[src/rtl/rop3_scheduler_if.sv]
// Job, engine and response signals between the host-side requesters, the
// scheduler and one ROP3 engine. The scheduler uses the slave modport.
interface rop3_scheduler_if #(parameter int N = 8);
  logic         req0_valid;
  logic         req0_ready;
  logic [N-1:0] req0_p;
  logic [N-1:0] req0_s;
  logic [N-1:0] req0_d;
  logic [7:0]   req0_mode;
  logic         req1_valid;
  logic         req1_ready;
  logic [N-1:0] req1_p;
  logic [N-1:0] req1_s;
  logic [N-1:0] req1_d;
  logic [7:0]   req1_mode;
  logic         eng_start;
  logic [N-1:0] eng_bitmap;
  logic [7:0]   eng_mode;
  logic         eng_valid;
  logic [N-1:0] eng_result;
  logic         resp_valid;
  logic         resp_ready;
  logic         resp_id;
  logic [N-1:0] resp_result;
  logic         resp_err;

  modport master (
    output req0_valid, req0_p, req0_s, req0_d, req0_mode,
    input  req0_ready,
    output req1_valid, req1_p, req1_s, req1_d, req1_mode,
    input  req1_ready,
    input  eng_start, eng_bitmap, eng_mode,
    output eng_valid, eng_result,
    input  resp_valid, resp_id, resp_result, resp_err,
    output resp_ready
  );

  modport slave (
    input  req0_valid, req0_p, req0_s, req0_d, req0_mode,
    output req0_ready,
    input  req1_valid, req1_p, req1_s, req1_d, req1_mode,
    output req1_ready,
    output eng_start, eng_bitmap, eng_mode,
    input  eng_valid, eng_result,
    output resp_valid, resp_id, resp_result, resp_err,
    input  resp_ready
  );
endinterface

[src/rtl/rop3_scheduler.sv]
// Round-robin scheduler that serialises two requesters' ROP3 jobs onto one
// engine and returns the tagged result, with a timeout guard in WAIT.
//   state  | meaning
//   IDLE   | no job; ready offered to the round-robin winner
//   SEND_P | P beat to engine with eng_start
//   SEND_S | S beat
//   SEND_D | D beat; timeout counter cleared
//   WAIT   | D held, waiting for eng_valid or timeout
//   RESP   | response held until resp_ready
module rop3_scheduler #(
  parameter int N       = 8,
  parameter int TIMEOUT = 16,
  parameter int CW      = 5
) (
  input logic             clk,
  input logic             arst,
  rop3_scheduler_if.slave bus
);

  typedef enum logic [2:0] {IDLE, SEND_P, SEND_S, SEND_D, WAIT, RESP} state_t;

  localparam logic [CW-1:0] TC = CW'(TIMEOUT - 1);

  state_t        state, next;
  logic [N-1:0]  job_p, job_s, job_d, res;
  logic [7:0]    job_mode;
  logic          job_id, rr_last, err;
  logic [CW-1:0] cnt;
  logic          gnt_id, accept, timeout;
  logic [N-1:0]  bitmap;

  always_comb begin
    gnt_id = 1'b0;
    if (bus.req0_valid && bus.req1_valid) gnt_id = ~rr_last;
    else if (bus.req1_valid)              gnt_id = 1'b1;
  end

  assign accept  = (state == IDLE) && (bus.req0_valid || bus.req1_valid);
  assign timeout = (cnt == TC);

  always_ff @(posedge clk or posedge arst) begin
    if (arst) state <= IDLE;
    else      state <= next;
  end

  always_comb begin
    next = state;
    case (state)
      IDLE:   if (accept) next = SEND_P;
      SEND_P: next = SEND_S;
      SEND_S: next = SEND_D;
      SEND_D: next = WAIT;
      WAIT:   if (bus.eng_valid || timeout) next = RESP;
      RESP:   if (bus.resp_ready) next = IDLE;
      default: next = IDLE;
    endcase
  end

  always_ff @(posedge clk or posedge arst) begin
    if (arst) begin
      job_p    <= '0;
      job_s    <= '0;
      job_d    <= '0;
      job_mode <= '0;
      job_id   <= 1'b0;
      rr_last  <= 1'b1;
      cnt      <= '0;
      res      <= '0;
      err      <= 1'b0;
    end else begin
      case (state)
        IDLE: if (accept) begin
          job_p    <= gnt_id ? bus.req1_p    : bus.req0_p;
          job_s    <= gnt_id ? bus.req1_s    : bus.req0_s;
          job_d    <= gnt_id ? bus.req1_d    : bus.req0_d;
          job_mode <= gnt_id ? bus.req1_mode : bus.req0_mode;
          job_id   <= gnt_id;
          rr_last  <= gnt_id;
        end
        SEND_D: cnt <= '0;
        WAIT: begin
          cnt <= cnt + CW'(1);
          // a result arriving on the final timeout cycle still counts as success
          if (bus.eng_valid) begin
            res <= bus.eng_result;
            err <= 1'b0;
          end else if (timeout) begin
            res <= '0;
            err <= 1'b1;
          end
        end
        default: ;
      endcase
    end
  end

  always_comb begin
    bitmap = '0;
    case (state)
      SEND_P:       bitmap = job_p;
      SEND_S:       bitmap = job_s;
      SEND_D, WAIT: bitmap = job_d;
      default:      bitmap = '0;
    endcase
  end

  assign bus.req0_ready  = (state == IDLE) && !arst && bus.req0_valid && !gnt_id;
  assign bus.req1_ready  = (state == IDLE) && !arst && bus.req1_valid && gnt_id;
  assign bus.eng_start   = (state == SEND_P);
  assign bus.eng_bitmap  = bitmap;
  assign bus.eng_mode    = (state == IDLE || state == RESP) ? 8'h00 : job_mode;
  assign bus.resp_valid  = (state == RESP);
  assign bus.resp_id     = (state == RESP) && job_id;
  assign bus.resp_result = (state == RESP) ? res : '0;
  assign bus.resp_err    = (state == RESP) && err;

endmodule

[src/flat_wrapper.sv]
// flat-port wrapper written by rule: the top's interface ports become plain ports
module rop3_scheduler_flat 
#(
  parameter int N       = 8,
  parameter int TIMEOUT = 16,
  parameter int CW      = 5
)
  (clk, arst, bus_req0_valid, bus_req0_p, bus_req0_s, bus_req0_d, bus_req0_mode, bus_req0_ready, bus_req1_valid, bus_req1_p, bus_req1_s, bus_req1_d, bus_req1_mode, bus_req1_ready, bus_eng_start, bus_eng_bitmap, bus_eng_mode, bus_eng_valid, bus_eng_result, bus_resp_valid, bus_resp_id, bus_resp_result, bus_resp_err, bus_resp_ready);
  rop3_scheduler_if #(.N(N)) bus_i ();
  input logic clk;
  input logic arst;
  input wire logic [$bits(bus_i.req0_valid)-1:0] bus_req0_valid;
  input wire logic [$bits(bus_i.req0_p)-1:0] bus_req0_p;
  input wire logic [$bits(bus_i.req0_s)-1:0] bus_req0_s;
  input wire logic [$bits(bus_i.req0_d)-1:0] bus_req0_d;
  input wire logic [$bits(bus_i.req0_mode)-1:0] bus_req0_mode;
  output wire logic [$bits(bus_i.req0_ready)-1:0] bus_req0_ready;
  input wire logic [$bits(bus_i.req1_valid)-1:0] bus_req1_valid;
  input wire logic [$bits(bus_i.req1_p)-1:0] bus_req1_p;
  input wire logic [$bits(bus_i.req1_s)-1:0] bus_req1_s;
  input wire logic [$bits(bus_i.req1_d)-1:0] bus_req1_d;
  input wire logic [$bits(bus_i.req1_mode)-1:0] bus_req1_mode;
  output wire logic [$bits(bus_i.req1_ready)-1:0] bus_req1_ready;
  output wire logic [$bits(bus_i.eng_start)-1:0] bus_eng_start;
  output wire logic [$bits(bus_i.eng_bitmap)-1:0] bus_eng_bitmap;
  output wire logic [$bits(bus_i.eng_mode)-1:0] bus_eng_mode;
  input wire logic [$bits(bus_i.eng_valid)-1:0] bus_eng_valid;
  input wire logic [$bits(bus_i.eng_result)-1:0] bus_eng_result;
  output wire logic [$bits(bus_i.resp_valid)-1:0] bus_resp_valid;
  output wire logic [$bits(bus_i.resp_id)-1:0] bus_resp_id;
  output wire logic [$bits(bus_i.resp_result)-1:0] bus_resp_result;
  output wire logic [$bits(bus_i.resp_err)-1:0] bus_resp_err;
  input wire logic [$bits(bus_i.resp_ready)-1:0] bus_resp_ready;
  assign bus_i.req0_valid = bus_req0_valid;
  assign bus_i.req0_p = bus_req0_p;
  assign bus_i.req0_s = bus_req0_s;
  assign bus_i.req0_d = bus_req0_d;
  assign bus_i.req0_mode = bus_req0_mode;
  assign bus_req0_ready = bus_i.req0_ready;
  assign bus_i.req1_valid = bus_req1_valid;
  assign bus_i.req1_p = bus_req1_p;
  assign bus_i.req1_s = bus_req1_s;
  assign bus_i.req1_d = bus_req1_d;
  assign bus_i.req1_mode = bus_req1_mode;
  assign bus_req1_ready = bus_i.req1_ready;
  assign bus_eng_start = bus_i.eng_start;
  assign bus_eng_bitmap = bus_i.eng_bitmap;
  assign bus_eng_mode = bus_i.eng_mode;
  assign bus_i.eng_valid = bus_eng_valid;
  assign bus_i.eng_result = bus_eng_result;
  assign bus_resp_valid = bus_i.resp_valid;
  assign bus_resp_id = bus_i.resp_id;
  assign bus_resp_result = bus_i.resp_result;
  assign bus_resp_err = bus_i.resp_err;
  assign bus_i.resp_ready = bus_resp_ready;
  rop3_scheduler #(.N(N), .TIMEOUT(TIMEOUT), .CW(CW)) u_core (.clk(clk), .arst(arst), .bus(bus_i));
endmodule
[config.mk]
export PLATFORM = sky130hd
export DESIGN_NAME = rop3_scheduler_flat
export DESIGN_NICKNAME = d
export VERILOG_FILES = /design/src/rtl/rop3_scheduler_if.sv /design/src/rtl/rop3_scheduler.sv /design/src/flat_wrapper.sv
export SDC_FILE = /design/constraint.sdc
export NUM_CORES = 1
export LEC_CHECK = 0
export CORE_ASPECT_RATIO = 0.8
export CORE_MARGIN = 10
export CORE_UTILIZATION = 40
export DETAILED_ROUTE_END_ITERATION = 10
export DONT_BUFFER_PORTS = 1
export REMOVE_ABC_BUFFERS = 1
export SYNTH_ARGS = -nofsm -noshare
export SYNTH_HDL_FRONTEND = slang
export SYNTH_SLANG_ARGS = --single-unit
export TNS_END_PERCENT = 100
[constraint.sdc]
create_clock -name clk -period 2.76 [get_ports clk]
set_input_delay 0.69 -clock clk [delete_from_list [all_inputs] [get_ports clk]]
set_output_delay 0.69 -clock clk [all_outputs]
set_load 0.05 [all_outputs]
==> out/results.txt <==
status: completed
Num CTS Buffers: 5
max incr delay on CP: 620 ps
Clock Skew: 8.01 ps
switching share of power: 47.4%
CTS tree: done
Static Leak: 1.43 nW
HP Class: in -> async
number of global-route vias before repair: 2239
Worst Path Required: 2070 ps
fraction of layout cells with a size suffix above 1: 21.9%
Post-DP HPWL: 5.69 mm
R2R Setup Slk: 1040 ps
Avg Cell Area, Syn: 11.3 um2
boundary pin count: 108
Worst path top cell family by delay: flip-flops
Tot GR Track Use: 14.1%
synthesis-stage register bit count: 51
placed cell area: 0.00316 mm2
buffers plus inverters on the worst setup path: 1
Final Hold Fails: 0
Reg power frac: 29.1%
hold slack: 215 ps
Post-Syn Area: 0.00268 mm2
unrepaired setup endpoints after global routing: no
FF/Latch Area: 0.00128 mm2
Detail Route Antenna Nets: 0
Worst Setup End Kind: primary output
vias: 2104
vias per cell: 6.03
CP max-delay cell: dfrtp_1
final wirelength: 7.62 mm
first-pass GRT wire length: 12.0 mm
iteration-0 DRC count of the detailed router: 170
H-Tree Level Count: 2
area share of the largest cell type after synthesis: 46.7%
final setup fails: 0
clock latency at the later pin of the worst-skew pair: 300 ps
# fillers: 610
clock-pin slew on the worst setup and hold paths: 90 ps
fin crit share: 94.3%
count of input and output buffers: 0
Mapped Cells: 237
Internal: 0.00243 W
sequential cell area fraction in the yosys report: 47.7%
starting density of the core: 41.6%
Chip Height: 93.2 um
Max Slew Vio Count: 0
largest net degree at the start of global routing: 33
slew of the pin with the lowest slew margin: 567 ps
setup ws final: 158 ps
Synth Warn #: 0
Fmax achieved: 0.384 GHz
Comb pwr share: 61.8%
stages on the worst setup path: 4
WP data arrival: 1910 ps
Nets: 344
Util after Layout: 50.5%
worst-case reg-to-reg path depth: 4
die area: 0.0104 mm2
antenna cell count: 0
design area: 0.00325 mm2
Layout area overhead: 21.4%
minimum clock period: 2600 ps
most frequent cells in the layout: 49 x dfrtp_1, 32 x a21o_1, 32 x o221a_1
Non-Filler Instances: 349
crit start category: flop
largest cells by area after synthesis: dfrtp_1 47%, o221a_1 13%, a21o_1 9.0%
clk buf depth: 2
CP Cell Sequence: nand2_1 > o21bai_4 > o2bb2ai_1 > buf_4
most common cell after layout, fill and taps aside: dfrtp_1
Die W: 111 um
DRC: 0
DRT Pass-1 Iters: 4
clock share of power: 9.1%
maximum VDD drop: 814 uV
maximum fanout along the worst path: 10
# rows: 26
drt wl/cell: 21.8 um
Max-Cap Viols: 0
pwr dens: 1420 mW/mm2
Crit Path Category: reg -> out
dpl ws: 393 ps
P_sw: 0.00219 W
area leader, netlist: dfrtp_1
core area: 0.00644 mm2
Placed Cells incl. Taps: 341
multi-input logic area: 0.00128 mm2
clk root buf: clkbuf_8
GRT overflow: 0
slew margin rel.: 62.2%
library cells used by synthesis: 39
initial antenna violation count: 0
clock sink count: 51
routability congestion estimate: 0.795
## cell families after synthesis
group           share of synthesized area (%)
compound gates                           35.4
xor+xnor                                0.327
fa+ha+maj                               0.934
buf+inv                                  5.18
flops                                    47.7
mux                                     0.374
simple gates                             10.1
## per-layer routing
| layer | vias to the layer above | wire length [um] | global-route usage, % |
|---|---|---|---|
| li1 | 979 | - | - |
| met1 | 1042 | 3490 | 18.2 |
| met2 | 76 | 3370 | 20.8 |
| met3 | 7 | 696 | 6.39 |
| met4 | 0 | 72 | 3.74 |
| met5 | - | 0 | 0 |
## state kept, by name, indices dropped and copies added (netlist names)
| signal | flops |
|---|---|
| u_core.rr_last | 1 |
| u_core.job_id | 1 |
| u_core.state | 3 |
| u_core.job_mode | 8 |
| u_core.res | 8 |
| u_core.job_p | 8 |
| u_core.cnt | 5 |
| u_core.err | 1 |
| u_core.job_s | 8 |
| u_core.job_d | 8 |
## area by class of cell
| class | count | area share (%) |
|---|---|---|
| clock buffer | 7 | 2.35 |
| clock inverter | 1 | 0.154 |
| inverter | 3 | 0.346 |
| multi-input combinational | 160 | 39.3 |
| sequential | 51 | 39.3 |
| tap | 84 | 3.23 |
| timing repair buffer | 43 | 15.3 |
## worst paths after layout
check,start,end
max,u_core.state[1]$_DFFE_PP0P_,bus_eng_bitmap[4]
min,arst,u_core.job_s[2]$_DFFE_PP0P_
max reg2reg,u_core.state[0]$_DFFE_PP0P_,u_core.job_mode[5]$_DFFE_PP0P_
min reg2reg,u_core.res[3]$_DFFE_PP0P_,u_core.res[3]$_DFFE_PP0P_
max in group asynchronous,arst,u_core.rr_last$_DFFE_PP1P_
min in group clk,bus_req0_valid,u_core.rr_last$_DFFE_PP1P_
## power by group through the flow
| stage | combinational, W | sequential, W | clock, W |
|---|---|---|---|
| 6_report | 0.00286 | 0.00135 | 0.000419 |
| 2_1_floorplan | 0.00197 | 0.00129 | 0 |
| 3_5_place_dp | 0.00287 | 0.00136 | 0 |
| 3_3_place_gp | 0.00285 | 0.00134 | 0 |
| 4_1_cts | 0.00288 | 0.00134 | 0.000435 |
| 5_1_grt | 0.00307 | 0.00140 | 0.000461 |
## cell usage after synthesis
| cell type | count |
|---|---|
| nand2_1 | 3 |
| a21o_1 | 32 |
| ha_1 | 2 |
| nor2_1 | 9 |
| nor3_2 | 1 |
| a31oi_1 | 1 |
| buf_4 | 1 |
| clkbuf_1 | 7 |
| a21boi_1 | 1 |
| o21a_1 | 1 |
| a311oi_1 | 2 |
| a22o_1 | 9 |
| or2_1 | 1 |
| and2_1 | 3 |
| o21bai_2 | 1 |
| dfstp_2 | 1 |
| nand2b_1 | 1 |
| xor2_1 | 1 |
| dfrtp_1 | 50 |
| o2bb2ai_1 | 7 |
| a211oi_1 | 2 |
| mux2i_1 | 1 |
| a21oi_1 | 9 |
| inv_1 | 3 |
| a22oi_1 | 7 |
| o21ai_2 | 1 |
| and3_1 | 12 |
| nand3_1 | 1 |
| buf_2 | 12 |
| nor3b_4 | 1 |
| o32ai_1 | 1 |
| nand2_2 | 1 |
| a211o_1 | 1 |
| a32oi_1 | 1 |
| o21ai_0 | 2 |
| buf_6 | 3 |
| o221a_1 | 32 |
| nor3_1 | 2 |
| nor2b_1 | 11 |
## repair_timing
action	CTS	global route
setup buffers	0	0
setup endpoints to repair	0	11
resized for setup	0	3
hold buffers	0	0
## per-stage QoR
stage / total power [W] / TNS (ps)
2_1_floorplan: 0.00326 / -26450
3_3_place_gp: 0.00419 / 0
3_5_place_dp: 0.00423 / 0
4_1_cts: 0.00466 / 0
5_1_grt: 0.00493 / 0
6_report: 0.00462 / 0
No activity file was read; power rests on OpenSTA's default activity.
